### src/rtl/llsc_mem_unit.sv
`default_nettype none
// +--------------------------------------------------------------------------+
// | llsc_mem_unit : MEM-stage LL/SC controller feeding the LLbit register     |
// | Rev 1.0                                                                  |
// +--------------------------------------------------------------------------+
module llsc_mem_unit #(
   parameter int ADDR_W   = 32,
   parameter int LINK_LSB = 4
) (
   input  logic              clk,
   input  logic              rst,
   input  logic              stall_i,
   input  logic              flush_i,
   input  logic              flush_cause_i,
   input  logic              mem_valid_i,
   input  logic              mem_is_ll_i,
   input  logic              mem_is_sc_i,
   input  logic              mem_is_store_i,
   input  logic [ADDR_W-1:0] mem_addr_i,
   input  logic              llbit_cur_i,
   output logic              sc_success_o,
   output logic              sc_store_en_o,
   output logic              wb_llbit_we_o,
   output logic              wb_llbit_value_o,
   output logic [ADDR_W-1:0] link_addr_o
);

   localparam int TAG_W = ADDR_W - LINK_LSB;

   logic             wb_we_q,  wb_we_d;
   logic             wb_val_q, wb_val_d;
   logic [TAG_W-1:0] link_q,   link_d;

   logic w_act, w_eff, w_match;
   // The exception/other distinction only matters to the LLbit register itself.
   logic unused_ok;

   assign unused_ok = ^{flush_cause_i, mem_addr_i[LINK_LSB-1:0]};

   assign w_act   = mem_valid_i & ~stall_i & ~flush_i;
   assign w_eff   = wb_we_q ? wb_val_q : llbit_cur_i;
   assign w_match = (mem_addr_i[ADDR_W-1:LINK_LSB] == link_q);

   assign sc_success_o  = mem_valid_i & mem_is_sc_i & w_eff & w_match;
   assign sc_store_en_o = sc_success_o & ~stall_i & ~flush_i;

   always_comb begin
      wb_we_d  = 1'b0;
      wb_val_d = wb_val_q;
      link_d   = link_q;
      if (flush_i || stall_i) begin
         wb_we_d = 1'b0;
      end else if (w_act && mem_is_ll_i) begin
         wb_we_d  = 1'b1;
         wb_val_d = 1'b1;
         link_d   = mem_addr_i[ADDR_W-1:LINK_LSB];
      end else if (w_act && mem_is_sc_i) begin
         wb_we_d  = 1'b1;
         wb_val_d = 1'b0;
      end else if (w_act && mem_is_store_i && w_match && w_eff) begin
         wb_we_d  = 1'b1;
         wb_val_d = 1'b0;
      end
   end

   always_ff @(posedge clk) begin
      if (rst) begin
         wb_we_q  <= 1'b0;
         wb_val_q <= 1'b0;
         link_q   <= '0;
      end else begin
         wb_we_q  <= wb_we_d;
         wb_val_q <= wb_val_d;
         link_q   <= link_d;
      end
   end

   assign wb_llbit_we_o    = wb_we_q;
   assign wb_llbit_value_o = wb_val_q;
   assign link_addr_o      = {link_q, {LINK_LSB{1'b0}}};

endmodule
`default_nettype wire

### config.mk
export PLATFORM = sky130hd
export DESIGN_NAME = llsc_mem_unit
export DESIGN_NICKNAME = d
export VERILOG_FILES = /design/src/rtl/llsc_mem_unit.sv
export SDC_FILE = /design/constraint.sdc
export NUM_CORES = 1
export LEC_CHECK = 0
export BUFFER_PORTS_ARGS = -buffer_cell sky130_fd_sc_hd__buf_2
export CORE_ASPECT_RATIO = 1.4
export CORE_MARGIN = 1.5
export CORE_UTILIZATION = 41
export CTS_BUF_LIST = sky130_fd_sc_hd__clkbuf_8
export CTS_CLUSTER_SIZE = 12
export DETAILED_ROUTE_END_ITERATION = 10
export PLACE_DENSITY = 0.77
export SETUP_SLACK_MARGIN = 0.05
export SLEW_MARGIN = 20
export SYNTH_ARGS = -nofsm -noshare
export SYNTH_HDL_FRONTEND = slang
export SYNTH_SLANG_ARGS = --single-unit
### constraint.sdc
create_clock -name clk -period 1.4 [get_ports clk]
set_input_delay 0.28 -clock clk [delete_from_list [all_inputs] [get_ports clk]]
set_output_delay 0.28 -clock clk [all_outputs]
set_load 0.01 [all_outputs]
## After elaboration in Yosys (flattened, before gate mapping)

Cells that the tools add are included.

| operators by class | value |
|---|---|
| eq/ne operators | 1 |
| multiplexer cells | 7 |
| bitwise logic cells | 10 |
| reduce and logical (&&, ||, !) cells | 10 |

Operator list:

| operator | number |
|---|---|
| equality test 28 bit | 1 |
| AND 1 bit | 7 |
| 2-to-1 mux 1 bit | 7 |
| logical AND 1 bit | 5 |
| AND reduction 2 bit | 2 |
| NOT 1 bit | 3 |
| nonzero test 3 bit | 1 |
| OR reduction 2 bit | 1 |
| logical OR 1 bit | 1 |

| storage, ports and cells | value |
|---|---|
| register bits after elaboration | 30 |
| output and inout port bits | 36 |
| word-level logic and storage cells | 31 |

## Logic depth before layout (Yosys ltp)

Gate-level depths: netlist of the first run.

| logic depth | value |
|---|---|
| word-level depth | 9 |
| depth in mapped cells | 6 |
| depth with buffers taken out | 5 |

## Least setup slack after synthesis of the first run

Ideal clock, no wire load.

| timing | value |
|---|---|
| path type | register -> output |
| from | register link_q[22] |
| to | output port sc_store_en_o |
| arrival | 1378 ps |
| data required time | 1120 ps |
| path slack | -258 ps |
| cell stages (with the launch flop) | 6 |
| buffers on the path | 0 |
| path through | dfxtp_1 > xor2_1 > nor4_1 > nand2_1 > nor4_1 > and3_1 |

| on the way | value |
|---|---|
| cells in the longest elaborated chain, start to end | 4 |

RTL lines:

| what | line | RTL |
|---|---|---|
| from (decl) | 32 | `logic [TAG_W-1:0] link_q, link_d;` |
| from (signal assigned) | 74 | `link_q <= link_d;` |
| equality test 28 bit | 42 | `assign w_match = (mem_addr_i[ADDR_W-1:LINK_LSB] == link_q);` |
| AND 1 bit | 44 | `assign sc_success_o = mem_valid_i & mem_is_sc_i & w_eff & w_match;` |
| AND 1 bit (2 in a row) | 45 | `assign sc_store_en_o = sc_success_o & ~stall_i & ~flush_i;` |
| to (decl) | 22 | `output logic sc_store_en_o,` |

No other way between the ends.

## Worst setup path in the final report of the first run

| timing | value |
|---|---|
| from | register link_q[3] |
| to | output port sc_store_en_o |

The elaborated chain is that of the path after synthesis.

==> impl_results.md, run 1 <==
- Crit path max fanout: 2
- Hold Crit Start: mem_is_sc_i
- Vias per cell: 4.70
- Root Buffer: clkbuf_8
- Final hold vios: 0
- HP Class: primary input to register
- Area leader, netlist: dfxtp_1
- DRT Pass-1 Iters: 4
- Crit end category: primary output
- Core Rows: 25
- Core area: approximately 3400 um^2
- Placement Setup Slack: -0.572 ns
- Multi-input gate area: 842 um^2
- Worst Hold Path EP: wb_llbit_value_o
- Placed Area: 2030 um^2
- N_diodes: 0
- DRC: 0
- Max IR drop VDD: 0.000703 V
- Final Skew: between 0.002 and 0.0025 ns
- Share of layout cells above drive strength 1: 0.454
- Post-synthesis instance total: 182
- Worst-path clk slew: 0.06 ns
- Post-route setup slack: -0.691 ns
- Pin count of the biggest net entering global routing: 18
- Pleak: 1.12 nW
- GRT overflow: 0
- Hold_buf cts: 0
- CTS buffer count: 5
- Initial antenna violation count: 0
- Critical Path Source: link_q[3]
- Final Cell Area: 2190 um^2
- TritonCTS Sinks: 30
- Top cell type's share of synthesized area: 0.418
- Max-slew violation count: 0
- Die ar.: 3870 um^2
- First-pass GRT wire length: 5.66 mm
- Detailed-route via count: 1514
- Startpoint class of the critical path: register
- Die width: 53.0 um
- Worst path required time: between 1 and 1.5 ns
- Final-layout fill cell count: roughly 310
- Clock buffer depth: 2
- Tot Pwr: 1.85 mW
- Sequential fraction of the synthesis area: 0.418
- Failing checks: negative setup slack
- Vias in the first global route: 1352
- # IOs: ~80
- DP HPWL: 2.78 mm
- IO Port Bufs: 68
- Kind of critical path: register to primary output
- CTS tree: built
- Ranking of synthesized cells by area: dfxtp_1, nand2_1, xor2_1, a21oi_1, buf_4
- Top-count cell post-synth: nand2_1
- Mapped Avg Cell Area: 7.89 um^2
- Gp weighted congestion: between 0.7 and 0.8
- Synth top cells by count: nand2_1, dfxtp_1, a21oi_1
- EDFF count, synth: 0
- RSZ-0062 raised after global routing: true
- Power Density: 845 nW/um^2
- Final setup vio count: 4
- Routed wire length: 3.77 mm
- Status: finished with violations
- R2R Setup Slk: -0.24 ns
- Seq cells post-synth: 30
- Arr. time, crit path: between 1.5 and 2 ns
- GRT Total Usage: 0.198
- Synth cell types: 22
- WHS Path Cells: 2
- # H-tree levels: 2
- R2r startpoint: link_q[3]
- Clk_lat worst skew: approximately 0.27 ns
- Starting Density: 0.425
- Worst reg-to-reg path cell count: 6
- Ys flop type: dfxtp_1
- Period utilisation layout: 1.49
- Chip height: 73.0 um
- Fraction of registers with async set/reset: 0
- Max Freq: 478 MHz
- Syn. warnings: 0
- Fin nets: 323
- Max Cap Viol: 0
- Netlist Area Pre-Place: 1440 um^2
- Register Area: 612 um^2
- Min cycle time layout: 2.09 ns
- Synth-to-layout area growth: 52.5%
- 1st-iter DRT viols: 33
- Worst r2r dst: wb_llbit_we_o
- Wire per inst: between 10 and 15 um
- Post-route ant nets: 0
- Post-route setup TNS: -1.83 ns
==> cells by family after synthesis <==
family | Yosys count | share of synthesized area
buf+inv | 14 | 0.0505
flops | 30 | 0.418
other cells | 1 | 0.00261
xor+xnor | 28 | 0.171
compound gates | 32 | 0.119
simple gates | 77 | 0.239
==> area by class of cell <==
cell class,count,share of cell area
Multi-Input combinational cell,141,0.384
Sequential cell,30,0.279
Timing Repair Buffer,101,0.268
Clock buffer,6,0.0377
Tap cell,40,0.0228
Clock inverter,2,0.00400
Inverter,2,0.00343
==> through the flow <==
step           cells   util  hold WS [ns]
2_1_floorplan    185      -         0.387
3_3_place_gp     313  0.600         0.454
3_5_place_dp     313  0.600         0.463
4_1_cts          321  0.634         0.238
5_1_grt          322  0.649         0.247
6_report         322  0.649         0.242
==> worst max path at each step <==
stage | depth (start not counted) | endpoint | slack [ns]
final | 6 | sc_store_en_o | -0.69
after floorplan | 5 | sc_store_en_o | -0.20
after CTS | 6 | sc_store_en_o | -0.67
after detailed placement | 8 | sc_store_en_o | -0.57
after global placement | 8 | sc_store_en_o | -0.55
after global routing | 7 | sc_store_en_o | -0.81
==> cell usage in the layout (no fill, tap or decap), types with 2 or more instances in the layout <==
cell type | Yosys | layout
xor2_1 | 25 | 24
nor4_4 | 0 | 2
nor2_1 | 3 | 3
dfxtp_1 | 30 | 21
conb_1 | 1 | 4
nand4_1 | 2 | 2
inv_1 | 2 | 3
buf_2 | 1 | 68
and3_1 | 2 | 2
xnor2_1 | 3 | 3
a21oi_1 | 29 | 29
nand2_1 | 59 | 58
nor4_2 | 2 | 4
dfxtp_2 | 0 | 9
buf_4 | 5 | 33
clkbuf_8 | 0 | 6
==> sequential cells by signal, summed over array words and instances (netlist names) <==
signal / cells
link_q: 28
wb_llbit_we_o: 1
wb_llbit_value_o: 1
==> repair_timing <==
| action | in CTS | in global routing |
|---|---|---|
| endpoints found under the hold margin | 0 | 0 |
| buffers inserted | 0 | 1 |
| resized for setup | 5 | 7 |
| endpoints found under the setup margin | 4 | 4 |
| pin swaps | 6 | 8 |
==> report_power, final <==
group          internal, mW  leakage [nW]  switching, mW  total (mW)
clock                 0.389        0.0524          0.313       0.701
sequential            0.874         0.247         0.0131       0.888
combinational         0.122         0.823          0.140       0.262
total                  1.38          1.12          0.466        1.85
==> worst max-delay path: stages (launching register included) <==
cell and delay [ns]:
dfxtp_1 0.32, xor2_1 0.16, nor4_2 0.43, nand2_4 0.10, nor4_4 0.23, and3_1 0.18
buf_2 0.12
==> per-layer routing <==
metal  vias to the layer above  GRT usage  wire [um]
li1                        785          -          -
met1                       678      0.233       1600
met2                        45      0.335       1920
met3                         6     0.0594        185
met4                         0     0.0684         57
met5                         -          0          0
Power figures use the tool's default switching activity.
==> inputs of run 2 (changes only) <==
- CORE_MARGIN: 1.5 -> default
- REMOVE_ABC_BUFFERS: default -> 1
==> run 2 against run 1 <==
Clock skew rose by 0.00095 ns; the flow finishes with violations (design-rule violations, negative setup slack); combinational power about the same; setup slack better by 0.014 ns; global-route usage grew 1.1 points; sequential power hardly changed; non-clock buffer count increased by 5; count of clock-buffer cells in the layout is 2 higher; first-iteration DRC count grew 27%; largest power group unchanged.
==> impl_results.md, run 2 (synthesized netlist as in run 1, its figures left out) <==
- Status: finished with violations
- Failing checks: design-rule violations, negative setup slack
- Final Core Density: 0.661 (+0.0128)
- Clock network fraction of total power: 0.415 (+0.036)
- IO Port Bufs: 68 (unchanged)
- N_diodes: 0 (unchanged)
- Gp weighted congestion: 0.747 (+1.5%)
- Min cycle time layout: 2.08 ns (-0.0140 ns)
- Max Cap Viol: 0 (unchanged)
- Max-slew violation count: 0 (unchanged)
- Final-layout fill cell count: 296 (-4.8%)
- Vias per cell: 4.80 (+2.0%)
- Vias in the first global route: 1326 (-1.9%)
- GRT overflow: 0 (unchanged)
- Dpl cells: 316 (+0.96%)
- Flop pwr share: 0.451 (-0.029)
- Most frequent cells in the layout: buf_2, nand2_1, buf_4
- Core Rows: 25 (unchanged)
- Post-route ant nets: 0 (unchanged)
- Crit path buffers/inverters: 1 (unchanged)
- Root Buffer: clkbuf_8
- Worst-path clk slew: 0.06 ns (about the same)
- Worst hold margin: 0.250 ns (+0.00798 ns)
- Fin nets: 328 (+1.5%)
- Max Freq: 481 MHz (+0.67%)
- Most common cell after layout, fill and taps aside: buf_2
- Final hold vios: 0 (unchanged)
- Pleak: 1.13 nW (+0.28%)
- Slowest cell delay on critical path: 0.34 ns (-0.09 ns)
- TritonCTS Sinks: 30 (unchanged)
- Initial antenna violation count: 0 (unchanged)
- Kind of critical path: register to primary output
- CTS tree: built
- Detailed-route via count: 1569 (+3.6%)
- Arr. time, crit path: 1.80 ns (about the same)
- Final setup vio count: 4 (unchanged)
- Worst path required time: 1.12 ns (about the same)
- # H-tree levels: 2 (unchanged)
- Multi-input gate area: 815 um^2 (-3.3%)
- Synth-to-layout area growth: 54.1%
- Max IR drop VDD: 0.000884 V (+26%)
- Tot Pwr: 1.97 mW (+6.3%)
- Post-route setup TNS: -1.85 ns (-0.0185 ns)
- Crit path max fanout: 2 (unchanged)
- R2R Setup Slk: -0.25 ns (about the same)
- Wire per inst: 11.9 um (+1.4%)
- Hold_buf cts: 0 (unchanged)
- Crit end category: primary output
- Most flop-heavy register: link_q
- Routed wire length: 3.88 mm (+2.9%)
- First-pass GRT wire length: 5.83 mm (+2.9%)
- DRC: 4 (+4)
- Combinational power share: 0.134 (-0.007)
- Max reg flops: 28 (unchanged)
- Placed Area: 2040 um^2 (+0.43%)
- Startpoint class of the critical path: register
- Period utilisation layout: 1.48 (-0.0100)
- RSZ-0062 raised after global routing: true
- Placement Setup Slack: -0.527 ns (+0.0443 ns)
- Cells along the critical path: xor2_1 > nor4_1 > nand2_1 > nor4_2 > and3_1 > buf_2
- Clk_lat worst skew: 0.28 ns (about the same)
- # IOs: 78 (unchanged)
- Pin count of the biggest net entering global routing: 20 (+2)
- Cell family with most CP delay: simple AND/OR/NAND/NOR gates
- Chip height: 72.0 um (-1.4%)
- Core area: 3350 um^2 (-0.93%)
- Die ar.: 3750 um^2 (-3.2%)
- 1st-iter DRT viols: 42 (+27%)
- CTS buffer count: 5 (unchanged)
- Finished Layout Cells: 327 (+1.6%)
- Final Skew: 0.00334 ns (+0.000954 ns)
- Starting Density: 0.429 (+0.00397)
- Die width: 52.0 um (-1.9%)
- HP Class: primary input to register
- DRT Pass-1 Iters: 9 (+5)
- Share of layout cells above drive strength 1: 0.439 (-0.0149)
- Crit-path slowest cell: nor4_1
- Post-route setup slack: -0.677 ns (+0.0140 ns)
- GRT Total Usage: 0.209 (+0.0114)
- Register Area: 606 um^2 (-1.0%)
- Final Cell Area: 2210 um^2 (+1.0%)
- Sw Ratio: 0.240 (-0.0116)
- DP HPWL: 2.80 mm (+0.69%)
- Psw: 0.473 mW (+1.4%)
- Power Internal: 1.49 mW (+8.0%)
- Clock buffer depth: 2 (unchanged)
- Power Density: 889 nW/um^2 (+5.2%)
## run 2: power groups by stage
stage / sequential [mW] / clock (mW) / combinational [mW]
6_report: 0.887 / 0.817 / 0.263
5_1_grt: 0.888 / 0.869 / 0.288
4_1_cts: 0.886 / 0.835 / 0.255
3_5_place_dp: 0.905 / 0 / 0.251
3_3_place_gp: 0.904 / 0 / 0.248
2_1_floorplan: 0.917 / 0 / 0.0858
## run 2: worst paths after layout
check            startpoint             to  cells after the start
min reg2reg       link_q[7]      link_q[7]                      2
min          mem_addr_i[24]     link_q[20]                      3
max              link_q[23]   sc_success_o                      6
max reg2reg      link_q[23]  wb_llbit_we_o                      6
## run 2: worst reg2reg max path, stage by stage, from the launching register on
cell	delay (ns)
dfxtp_2	0.32
xor2_1	0.14
nor4_1	0.34
nand2_1	0.17
buf_4	0.18
nor4_4	0.29
o311a_1	0.17
## run 2: what timing repair did
item,4_1_cts,5_1_grt
gates resized for setup,5,5
endpoints found under the hold margin,0,0
pin swaps,8,4
endpoints found under the setup margin,4,4
buffers inserted,2,1
gates cloned,0,0
## run 2: area by class of cell
cell class	instances	area share
Multi-Input combinational cell	141	0.368
Timing Repair Buffer	106	0.283
Sequential cell	30	0.274
Clock buffer	8	0.0497
Tap cell	40	0.0226
Inverter	2	0.00339
## run 2: metal layers
layer,GRT usage,vias to the layer above,part of all wire
li1,-,800,-
met2,0.372,42,0.54
met4,0.0811,0,0.016
met1,0.232,721,0.39
met5,0,-,0
met3,0.0503,6,0.047
